==> config.mk <==
export PLATFORM = sky130hd
export DESIGN_NAME = fd_reg
export DESIGN_NICKNAME = d
export VERILOG_FILES = /design/src/rtl/fd_pkg.sv /design/src/rtl/fd_exc_chk.sv /design/src/rtl/fd_reg.sv
export SDC_FILE = /design/constraint.sdc
export NUM_CORES = 1
export LEC_CHECK = 0
export ABC_AREA = 0
export ABC_CLOCK_PERIOD_IN_PS = 1910
export CAP_MARGIN = 20
export CORE_MARGIN = 1
export CORE_UTILIZATION = 39
export CTS_BUF_LIST = sky130_fd_sc_hd__clkbuf_8
export DETAILED_ROUTE_END_ITERATION = 7
export HOLD_SLACK_MARGIN = 0.1
export PLACE_DENSITY_LB_ADDON = 0.08
export SLEW_MARGIN = 20
export SYNTH_ARGS = -nofsm -noshare
export SYNTH_HDL_FRONTEND = slang
export SYNTH_SLANG_ARGS = --single-unit
==> constraint.sdc <==
create_clock -name clk -period 1.91 [get_ports clk]
set_input_delay 0.382 -clock clk [delete_from_list [all_inputs] [get_ports clk]]
set_output_delay 0.382 -clock clk [all_outputs]
set_load 0.1 [all_outputs]
==> src/rtl/fd_pkg.sv <==
// Shared definitions for the fetch/decode pipeline register: state encoding,
// exception codes and the legal instruction-memory window.
package fd_pkg;

  typedef enum logic [1:0] {
    EMPTY = 2'd0,
    VALID = 2'd1,
    HELD  = 2'd2
  } fd_state_e;

  localparam logic [4:0]  EXC_NONE = 5'd0;
  localparam logic [4:0]  EXC_ADEL = 5'd4;
  localparam logic [31:0] IMEM_LO  = 32'h0000_3000;
  localparam logic [31:0] IMEM_HI  = 32'h0000_6FFC;

endpackage

==> src/rtl/fd_exc_chk.sv <==
// Combinational fetch-address checker (misaligned or outside instruction memory -> AdEL).
// Only compiled when FD_FETCH_EXC_EN is defined, since only then does fd_reg use it.
`ifdef FD_FETCH_EXC_EN
module fd_exc_chk
  import fd_pkg::*;
(
  input  logic [31:0] pc,
  output logic [4:0]  exc_code
);

  always_comb begin
    exc_code = EXC_NONE;
    if ((pc[1:0] != 2'b00) || (pc < IMEM_LO) || (pc > IMEM_HI)) begin
      exc_code = EXC_ADEL;
    end
  end

endmodule
`endif

==> src/rtl/fd_reg.sv <==
// F->D pipeline register with bubble/hold control, delay-slot tracking and a stall counter.
// Define FD_FETCH_EXC_EN to enable fetch-address exception checking on load.
module fd_reg
  import fd_pkg::*;
#(
  parameter logic [31:0] RESET_PC = 32'h0000_3000,
  parameter int unsigned CNT_W    = 16
) (
  input  logic             clk,
  input  logic             reset,
  input  logic             en,
  input  logic             flush,
  input  logic [31:0]      F_PC,
  input  logic [31:0]      F_PCplus8,
  input  logic [31:0]      F_Instr,
  input  logic             D_isBranch,
  output logic [31:0]      D_PC,
  output logic [31:0]      D_PCplus8,
  output logic [31:0]      D_Instr,
  output logic             D_valid,
  output logic             D_BD,
  output logic [4:0]       D_ExcCode,
  output logic [CNT_W-1:0] stall_cnt
);

  fd_state_e   state, state_next;
  logic        stall_inc;
  logic [31:0] load_instr;

`ifdef FD_FETCH_EXC_EN
  logic [4:0] f_exc;
  logic [4:0] exc_q;

  fd_exc_chk u_exc_chk (
    .pc      (F_PC),
    .exc_code(f_exc)
  );

  // A faulting fetch still records its PC but never forwards the fetched word.
  assign load_instr = (f_exc != EXC_NONE) ? 32'd0 : F_Instr;
  assign D_ExcCode  = exc_q;

  always_ff @(posedge clk or negedge reset) begin
    if (!reset) begin
      exc_q <= EXC_NONE;
    end else if (flush) begin
      exc_q <= EXC_NONE;
    end else if (en) begin
      exc_q <= f_exc;
    end
  end
`else
  assign load_instr = F_Instr;
  assign D_ExcCode  = EXC_NONE;
`endif

  assign D_valid   = (state != EMPTY);
  assign stall_inc = !flush && !en && (state != EMPTY);

  always_ff @(posedge clk or negedge reset) begin
    if (!reset) begin
      state <= EMPTY;
    end else begin
      state <= state_next;
    end
  end

  always_comb begin
    state_next = state;
    if (flush) begin
      state_next = EMPTY;
    end else if (en) begin
      state_next = VALID;
    end else if (state != EMPTY) begin
      state_next = HELD;
    end
  end

  // D_BD uses the pre-edge D_valid so a bubble can never mark its successor as a delay slot.
  always_ff @(posedge clk or negedge reset) begin
    if (!reset) begin
      D_PC      <= RESET_PC;
      D_PCplus8 <= RESET_PC + 32'd8;
      D_Instr   <= 32'd0;
      D_BD      <= 1'b0;
    end else if (flush) begin
      D_PC      <= RESET_PC;
      D_PCplus8 <= RESET_PC + 32'd8;
      D_Instr   <= 32'd0;
      D_BD      <= 1'b0;
    end else if (en) begin
      D_PC      <= F_PC;
      D_PCplus8 <= F_PCplus8;
      D_Instr   <= load_instr;
      D_BD      <= D_isBranch & D_valid;
    end
  end

  // Saturates at all-ones; deliberately survives flush so stalls accumulate across bubbles.
  always_ff @(posedge clk or negedge reset) begin
    if (!reset) begin
      stall_cnt <= '0;
    end else if (stall_inc && !(&stall_cnt)) begin
      stall_cnt <= stall_cnt + CNT_W'(1);
    end
  end

endmodule

**Word level (Yosys, flattened, before mapping)**

Cells that the tools add are included.

- Flip-flop bits (word level): 115
- Bits of input ports: 101
- Output and inout port bits: 119
- Word-level logic and storage cells: 29

- $add $sub $neg: 1
- Multiplexer cells: 11
- Bitwise operators: 1
- Reduce and logical (&&, ||, !) cells: 10

Operator list:

| cell | count |
|---|---|
| $mux W32 | 6 |
| $add A16 B1 Y16 const B | 1 |
| $reduce_and A16 Y1 | 1 |
| $mux W2 | 3 |
| $reduce_bool A2 Y1 | 2 |
| $logic_and A1 B1 Y1 | 3 |
| $logic_not A1 Y1 | 3 |
| $reduce_bool A3 Y1 | 1 |
| $mux W1 | 2 |
| $and A1 B1 Y1 | 1 |

**Logic depth before layout (Yosys ltp)**

Gate-level depths: netlist of run 1.

- Depth after elaboration: 4
- Gate-level depth with buffers: 5
- Gate-level depth less buffers: 5

**Least setup slack after synthesis of run 1**

No wires, ideal clock.

- Kind: register to register
- Start: reg stall_cnt[0]
- End: reg stall_cnt[14]
- Library setup time: 128 ps
- Arrival: 2,501 ps
- Required time: 1,782 ps
- Path slack: -720 ps
- Stages on the path, launching flop included: 6
- Buffers on the path: 0
- Period minus slack after synthesis: 2,630 ps
- Cells stage by stage: dfrtp_1 ha_1 nand3_1 or4_4 nor4_4 mux2_1

- Cells in the longest elaborated chain, start to end: 3
- Elaborated cells between the ends (all ways): 4
- Those cells by class: 1 x add/sub; 3 x reduce/logical

Ends and longest elaborated chain:

| item | line | RTL |
|---|---|---|
| start: declaration | fd_reg.sv:23 | `output logic [CNT_W-1:0] stall_cnt` |
| start signal: assignment | fd_reg.sv:104 | `stall_cnt <= stall_cnt + CNT_W'(1);` |
| branches (longest 3 deep; another with $add A16 B1 Y16) | n/a |  |

Parallel ways; which one is timed is not known.
A chain may end at the register's enable or synchronous reset.

**Final worst setup path of run 1**

- Start: reg stall_cnt[1]
- End: reg stall_cnt[14]

Same word-level chain as after synthesis.

==> impl_table.tex, run 1 <==
\begin{tabular}{lr}
\hline
Metric & Value \\
\hline
\multicolumn{2}{l}{\textbf{Floorplanning}} \\
Die Span Y & 114 um \\
Die Span X & between 100 and 150 um \\
Starting Density & 40.2\% \\
Count of boundary I/O pins & 220 \\
DIE AREA & 0.0129 mm2 \\
Area of the core & between 0.01 and 0.015 mm2 \\
Number of standard-cell rows in the floorplan & 40 \\
\multicolumn{2}{l}{\textbf{Global route}} \\
Maximum number of pins on one net before global-route repair & 62 \\
Remaining global-route overflow & 0 \\
Wire length of the first global-routing pass & 19.6 mm \\
Overall fraction of global-route tracks in use & 19.9\% \\
Antenna violations before repair & 0 \\
Via count of the first global-routing pass & about 3.9k \\
\multicolumn{2}{l}{\textbf{CTS}} \\
Clock-pin slew on the worst setup and hold paths & approximately 0.060 ns \\
Clock latency at the later pin of the worst-skew pair & about 0.42 ns \\
Setup bufs post-CTS & 0 \\
H-tree levels & 4 \\
Root buffer selected by CTS & clkbuf\_8 \\
Max Root-Sink Buffers & 2 \\
TritonCTS clock tree & yes \\
TritonCTS Buffers & 17 \\
Number of clock sinks & $\sim$120 \\
\multicolumn{2}{l}{\textbf{STA}} \\
Setup repair after global routing missed its margin & no \\
Number of slew-limit violations in the final report & 0 \\
Final hold violation count & 0 \\
Final clock skew & 0.00648 ns \\
Final critical path time including I/O delays and setup & 1.79 ns \\
Setup ws final & 0.120 ns \\
Setup Viol. Count Final & 0 \\
Share of the clock period used by the worst path & 93.7\% \\
Normalized max-slew margin & $\sim$54\% \\
F\_max & roughly 560 MHz \\
Worst-margin pin slew & 0.686 ns \\
Worst hold margin & 0.330 ns \\
\multicolumn{2}{l}{\textbf{Layout}} \\
Register cell area after layout & 0.00292 mm2 \\
Share of layout cells above drive strength 1 & 30.6\% \\
Layout overhead on the synthesized area & 58.3\% \\
Area of all placed cells without fillers & 0.00768 mm2 \\
Multi-input gate area in the final layout & 0.00186 mm2 \\
Fillers & between 1k and 1.5k \\
Number of nets in the final layout & 726 \\
Number of standard cells in the final layout excluding fillers & 805 \\
Number of diodes added for antenna fixing & 0 \\
\multicolumn{2}{l}{\textbf{Place}} \\
Number of port buffers & 214 \\
Routability congestion estimate & 0.823 \\
Total placed cells including tap cells & 772 \\
Total placed instance area & 0.00725 mm2 \\
Total half-perimeter wirelength after legalization and detailed placement & around 9 mm \\
Worst Setup Slack post-DPL & -0.0130 ns \\
\multicolumn{2}{l}{\textbf{Drt}} \\
Total length of routed wires & around 12 mm \\
Via/cell ratio & 4.73 \\
DRC marker count from the first detailed-route iteration & 127 \\
Routed wirelength normalized by instance count & $\sim$16 um \\
Initial DRT Pass Iterations & 6 \\
Routed Antenna Nets & 0 \\
Vias & around 3.8k \\
Post-route DRC & 0 \\
\multicolumn{2}{l}{\textbf{Critical path}} \\
Crit path required time & between 2 and 2.5 ns \\
Critical path start-end classification & reg -> reg \\
Data arrival, critical path & 2.10 ns \\
Crit Path Max Fanout & 5 \\
Critical Path Start Type & flip-flop \\
Worst Setup End Kind & flip-flop \\
\multicolumn{2}{l}{\textbf{Yosys}} \\
Syn Std Cell Area & 0.00485 mm2 \\
Commonest register cell after synthesis & dfrtp\_1 \\
Share of the yosys chip area belonging to registers & between 50\% and 60\% \\
Total of warnings raised by yosys & 0 \\
Count of flip-flops with a built-in enable after synthesis & 0 \\
Synthesized instance count & 402 \\
Async set-reset flop share out of synthesis & 100\% \\
Number of storage elements in the synthesis netlist & 115 \\
Synthesized area per cell & $\sim$12 um2 \\
Number of distinct library cell variants in the gate-level netlist after synthesis & 36 \\
\multicolumn{2}{l}{\textbf{Pwr}} \\
IR drop worst, VDD & 508 uV \\
Leakage Power & between 3 and 4 nW \\
Power Density & 975 mW/mm2 \\
\multicolumn{2}{l}{\textbf{Run}} \\
Max-cap viol count & 0 \\
\multicolumn{2}{l}{\textbf{Worst hold path}} \\
Type of the worst min-delay path & in -> reg \\
\multicolumn{2}{l}{\textbf{Status}} \\
Outcome & complete, no violations \\
\hline
\end{tabular}
[through the flow]
step	setup TNS, ns	utilization [%]	power, mW
2_1_floorplan	-0.578	-	4.37
3_3_place_gp	0	60.1	5.19
3_5_place_dp	-0.0130	60.1	5.22
4_1_cts	0	63.6	7.58
5_1_grt	0	63.7	7.79
6_report	0	63.7	7.49
[metal layers]
layer  share of wire, %  track usage, %  up-vias
met4                2.2            9.47        0
met3                7.1            6.75       22
met2                 50            33.3      140
met5                  0               0        -
li1                   -               -     1806
met1                 41            22.9     1841
[final timing paths]
path / slack, ns / from / cells after the start / end
setup / recovery: 0.12 / stall_cnt[1]$_DFFE_PN0P_ / 5 / stall_cnt[14]$_DFFE_PN0P_
hold / removal: 0.33 / flush / 3 / D_PC[23]$_DFFE_PN0N_
hold reg to reg: 0.52 / D_PC[0]$_DFFE_PN0N_ / 2 / D_PC[0]$_DFFE_PN0N_
max in group asynchronous: 0.96 / reset / 3 / D_PCplus8[7]$_DFFE_PN0N_
setup reg to reg: 0.12 / stall_cnt[1]$_DFFE_PN0P_ / 5 / stall_cnt[14]$_DFFE_PN0P_
min in group asynchronous: 0.36 / reset / 2 / D_PC[10]$_DFFE_PN0N_
[critical path, stage by stage (launching register included)]
cell     delay [ns]
dfrtp_4        0.43
ha_4           0.16
nand3_2        0.08
or4_4          0.48
nor4_4         0.18
mux2_1         0.35
[power breakdown]
| part | switching (mW) | total, mW | internal, mW |
|---|---|---|---|
| sequential | 0.146 | 2.77 | 2.62 |
| combinational | 1.65 | 2.39 | 0.737 |
| clock | 0.960 | 2.33 | 1.37 |
[synth_stat cells (2+ instances only)]
| library cell | number | area, um2 |
|---|---|---|
| buf_4 | 5 | 37.5 |
| nor3_1 | 4 | 20.0 |
| nor2b_1 | 6 | 37.5 |
| dfrtp_1 | 110 | 2750 |
| dfstp_2 | 5 | 131 |
| mux2_1 | 3 | 33.8 |
| mux2i_1 | 91 | 911 |
| nand2b_1 | 2 | 12.5 |
| clkbuf_1 | 13 | 48.8 |
| nand3_1 | 5 | 25.0 |
| nand4_1 | 5 | 31.3 |
| a211o_1 | 5 | 43.8 |
| nand2_1 | 5 | 18.8 |
| buf_2 | 10 | 50.1 |
| xnor2_1 | 2 | 17.5 |
| a21oi_1 | 2 | 10.0 |
| xor2_1 | 8 | 70.1 |
| o31ai_1 | 2 | 15.0 |
| nor2_1 | 97 | 364 |
| nor3b_2 | 2 | 25.0 |
| nor4_4 | 2 | 42.5 |
| nor4_1 | 3 | 18.8 |
| nor4b_2 | 2 | 30.0 |
[flip-flops by register name, indices dropped and copies added (netlist names)]
| register | count |
|---|---|
| D_PC | 32 |
| stall_cnt | 16 |
| D_PCplus8 | 32 |
| D_Instr | 32 |
| D_BD | 1 |
| state | 2 |
[final cells by class]
class | count | area share [%]
sequential | 115 | 38.1
timing repair buffer | 228 | 29.6
multi-input combinational | 261 | 24.2
clock buffer | 20 | 3.58
tap | 168 | 2.74
clock inverter | 12 | 1.79
inverter | 1 | 0.0489
[kinds of logic (layout without fill, tap and decap cells)]
group	Yosys count	count (layout)	synth area share [%]
fa+ha+maj	1	1	0.258
xor+xnor	10	10	1.81
flops	115	115	59.5
simple gates	139	139	13.9
compound gates	12	12	1.88
mux	94	94	19.5
other cells	1	5	0.0773
buf+inv	30	261	3.12
[layout by cell type, fill, tap and decap left out, drive strengths merged, types with 7 or more instances in the layout]
cell type and count:
nor2 97, clkdlybuf4s50 97, mux2i 91, dfrtp 110, buf 130, clkbuf 20
nor2b 7, xor2 8
[timing repair]
action,CTS,global route
hold buffers,1,0
resized for setup,0,2
endpoints found under the hold margin,52,0
gates cloned,0,0
pin swaps,1,0
endpoints found under the setup margin,1,2
No activity file was read; power rests on OpenSTA's default activity.
==> run 2: changes to the inputs <==
--- a/config.mk
+++ b/config.mk
@@ -12,8 +12,10 @@
 export CORE_UTILIZATION = 39
 export CTS_BUF_LIST = sky130_fd_sc_hd__clkbuf_8
 export DETAILED_ROUTE_END_ITERATION = 7
+export GPL_TIMING_DRIVEN = 0
 export HOLD_SLACK_MARGIN = 0.1
 export PLACE_DENSITY_LB_ADDON = 0.08
+export SKIP_LAST_GASP = 1
 export SLEW_MARGIN = 20
 export SYNTH_ARGS = -nofsm -noshare
 export SYNTH_HDL_FRONTEND = slang
==> run 2 against run 1 <==
  * Via count increased by 1.8%
  * Non-clock buffer count grew 21
  * Clock power is 15% lower
  * Critical endpoint unchanged
  * Sequential power is essentially flat
==> impl_table.tex, run 2 (synthesis results as in run 1) <==
\begin{tabular}{lr}
\hline
Metric & Value \\
\hline
\multicolumn{2}{l}{\textbf{CTS}} \\
Root buffer selected by CTS & clkbuf\_8 \\
Max Root-Sink Buffers & 2 \\
Number of clock sinks & around 120 \\
TritonCTS Buffers & 17 \\
Clock latency at the later pin of the worst-skew pair & between 0.4 and 0.5 ns \\
H-tree levels & 4 \\
Clock-pin slew on the worst setup and hold paths & 0.06 ns \\
TritonCTS clock tree & yes \\
\multicolumn{2}{l}{\textbf{Layout}} \\
Layout overhead on the synthesized area & 61.6\% \\
Number of nets in the final layout & 747 \\
Commonest non-fill, non-tap cell in the layout & clkdlybuf4s15\_2 \\
Top library cells by usage in the layout, fill and taps aside & clkdlybuf4s15\_2 (108), clkdlybuf4s50\_1 (98), nor2\_1 (96), dfrtp\_1 (94), mux2i\_1 (91) \\
Number of standard cells in the final layout excluding fillers & 826 \\
Largest registers & D\_Instr x32, D\_PC x32, D\_PCplus8 x32 \\
Share of layout cells above drive strength 1 & a little under a third \\
Fillers & between 900 and 1k \\
Number of diodes added for antenna fixing & 0 \\
\multicolumn{2}{l}{\textbf{Global route}} \\
Met2 GRT Util & roughly a third \\
Met3 capacity usage during global routing & under 10\% \\
Via count of the first global-routing pass & 3930 \\
Antenna violations before repair & 0 \\
Most Crowded Layer GR & met2 \\
Overall fraction of global-route tracks in use & a little over a fifth \\
Maximum number of pins on one net before global-route repair & 60 \\
Remaining global-route overflow & 0 \\
GR Util met1 & 25.7\% \\
Wire length of the first global-routing pass & 20.5 mm \\
\multicolumn{2}{l}{\textbf{Floorplanning}} \\
Starting Density & between 40\% and 50\% \\
Number of standard-cell rows in the floorplan & 40 \\
Area of the core & approximately 0.012 mm2 \\
DIE AREA & 0.0129 mm2 \\
Die Span Y & between 100 and 150 um \\
Die Span X & 114 um \\
Count of boundary I/O pins & between 200 and 250 \\
\multicolumn{2}{l}{\textbf{STA}} \\
Setup Viol. Count Final & 0 \\
Setup repair after global routing missed its margin & yes \\
Number of slew-limit violations in the final report & 0 \\
Final clock skew & 0.00415 ns \\
Share of the clock period used by the worst path & around 99\% \\
Final hold violation count & 0 \\
Final critical path time including I/O delays and setup & 1.88 ns \\
Worst-margin pin slew & 0.647 ns \\
Normalized max-slew margin & 56.9\% \\
F\_max & 531 MHz \\
Worst hold margin & 0.203 ns \\
\multicolumn{2}{l}{\textbf{Critical path}} \\
Crit path required time & 2.22 ns \\
Standard cell with the maximum stage delay on the critical path & or4\_4 \\
Data arrival, critical path & around 2.2 ns \\
Reg2Reg Capture Point & stall\_cnt[14]\$\_DFFE\_PN0P\_ \\
Critical Path Start Type & flip-flop \\
Internal reg-to-reg setup slack & around 0.025 ns \\
Worst Setup End Kind & flip-flop \\
Highest cell delay on the worst timing path & 0.59 ns \\
WP buf/inv & 0 \\
Crit Path Max Fanout & 5 \\
Sequence of cells on the critical path & ha\_4 -> nand3\_2 -> or4\_4 -> nor4\_4 -> mux2\_1 \\
Number of cell instances on the worst register-to-register path & 5 \\
Critical path start-end classification & reg -> reg \\
Worst flop-to-flop path startpoint & stall\_cnt[1]\$\_DFFE\_PN0P\_ \\
Category of cells accounting for the largest share of critical-path delay & simple AND/OR/NAND/NOR gates \\
\multicolumn{2}{l}{\textbf{Drt}} \\
Routed wirelength normalized by instance count & 15.5 um \\
Vias & approximately 3.9k \\
Post-route DRC & 0 \\
Routed Antenna Nets & 0 \\
Initial DRT Pass Iterations & 4 \\
DRC marker count from the first detailed-route iteration & about 160 \\
Total length of routed wires & 12.8 mm \\
Via/cell ratio & 4.69 \\
\multicolumn{2}{l}{\textbf{Worst hold path}} \\
Critical hold path startpoint & en \\
Hold EP & state[1]\$\_DFFE\_PN0P\_ \\
Hold Path Cell Cnt & 2 \\
Type of the worst min-delay path & in -> reg \\
\multicolumn{2}{l}{\textbf{Pwr}} \\
Leakage Power & 3.62 nW \\
Power Density & 896 mW/mm2 \\
IR drop worst, VDD & 510 uV \\
\multicolumn{2}{l}{\textbf{Place}} \\
Total placed cells including tap cells & 788 \\
Number of port buffers & 213 \\
Total half-perimeter wirelength after legalization and detailed placement & between 9 and 10 mm \\
Routability congestion estimate & about 0.75 \\
\multicolumn{2}{l}{\textbf{Run}} \\
Max-cap viol count & 0 \\
\multicolumn{2}{l}{\textbf{Status}} \\
Outcome & complete, no violations \\
\hline
\end{tabular}
==> run 2: area by class of cell <==
| cell class | instances | area, um2 | share of cell area, % |
|---|---|---|---|
| sequential | 115 | 2920 | 37.3 |
| timing repair buffer | 220 | 2330 | 29.7 |
| multi-input combinational | 261 | 1860 | 23.8 |
| clock buffer | 23 | 317 | 4.04 |
| tap | 168 | 210 | 2.68 |
| buffer | 29 | 150 | 1.92 |
| clock inverter | 9 | 41.3 | 0.527 |
| inverter | 1 | 3.75 | 0.0479 |
==> run 2: timing repair <==
item / in CTS / in global routing
endpoints found under the setup margin: 136 / 20
hold buffers: 1 / 0
setup buffers: 2 / 3
endpoints found under the hold margin: 56 / 0
pin swaps: 1 / 3
resized for setup: 350 / 6
==> run 2: per-stage QoR <==
step / power, mW / setup TNS, ns / util (%) / worst slack, ns / cell area (um2)
after floorplan: 4.37 / -0.578 / - / -0.196 / 4930
after global placement: 5.06 / -481.17 / 60.3 / -4.74 / 7270
after detailed placement: 5.09 / -26.90 / 60.5 / -0.623 / 7300
after CTS: 7.10 / -0.158 / 64.8 / -0.158 / 7810
after global routing: 7.33 / -0.110 / 65.0 / -0.0477 / 7840
final: 7.02 / 0 / 65.0 / 0.0251 / 7840
==> run 2: where the power goes <==
group | switching (mW) | internal (mW)
Clock | 0.920 | 1.07
Sequential | 0.140 | 2.62
Combinational | 1.64 | 0.625
Total | 2.70 | 4.32
==> run 2: how the worst max path moves through the flow <==
stage,startpoint,end,slack [ns],depth (start not counted)
floorplan,stall_cnt[0]$_DFFE_PN0P_,stall_cnt[14]$_DFFE_PN0P_,-0.20,5
global placement,reset,stall_cnt[1]$_DFFE_PN0P_,-4.74,1
detailed placement,flush,D_PCplus8[23]$_DFFE_PN0N_,-0.62,5
CTS,state[1]$_DFFE_PN0P_,D_valid,-0.16,3
global route,stall_cnt[1]$_DFFE_PN0P_,stall_cnt[14]$_DFFE_PN0P_,-0.05,5
finish,stall_cnt[1]$_DFFE_PN0P_,stall_cnt[14]$_DFFE_PN0P_,0.03,5
==> run 2: per-layer routing <==
metal	up-vias	share of wire, %
li1	1841	-
met1	1865	41
met2	151	48
met3	19	8.9
met4	0	1.9
met5	-	0
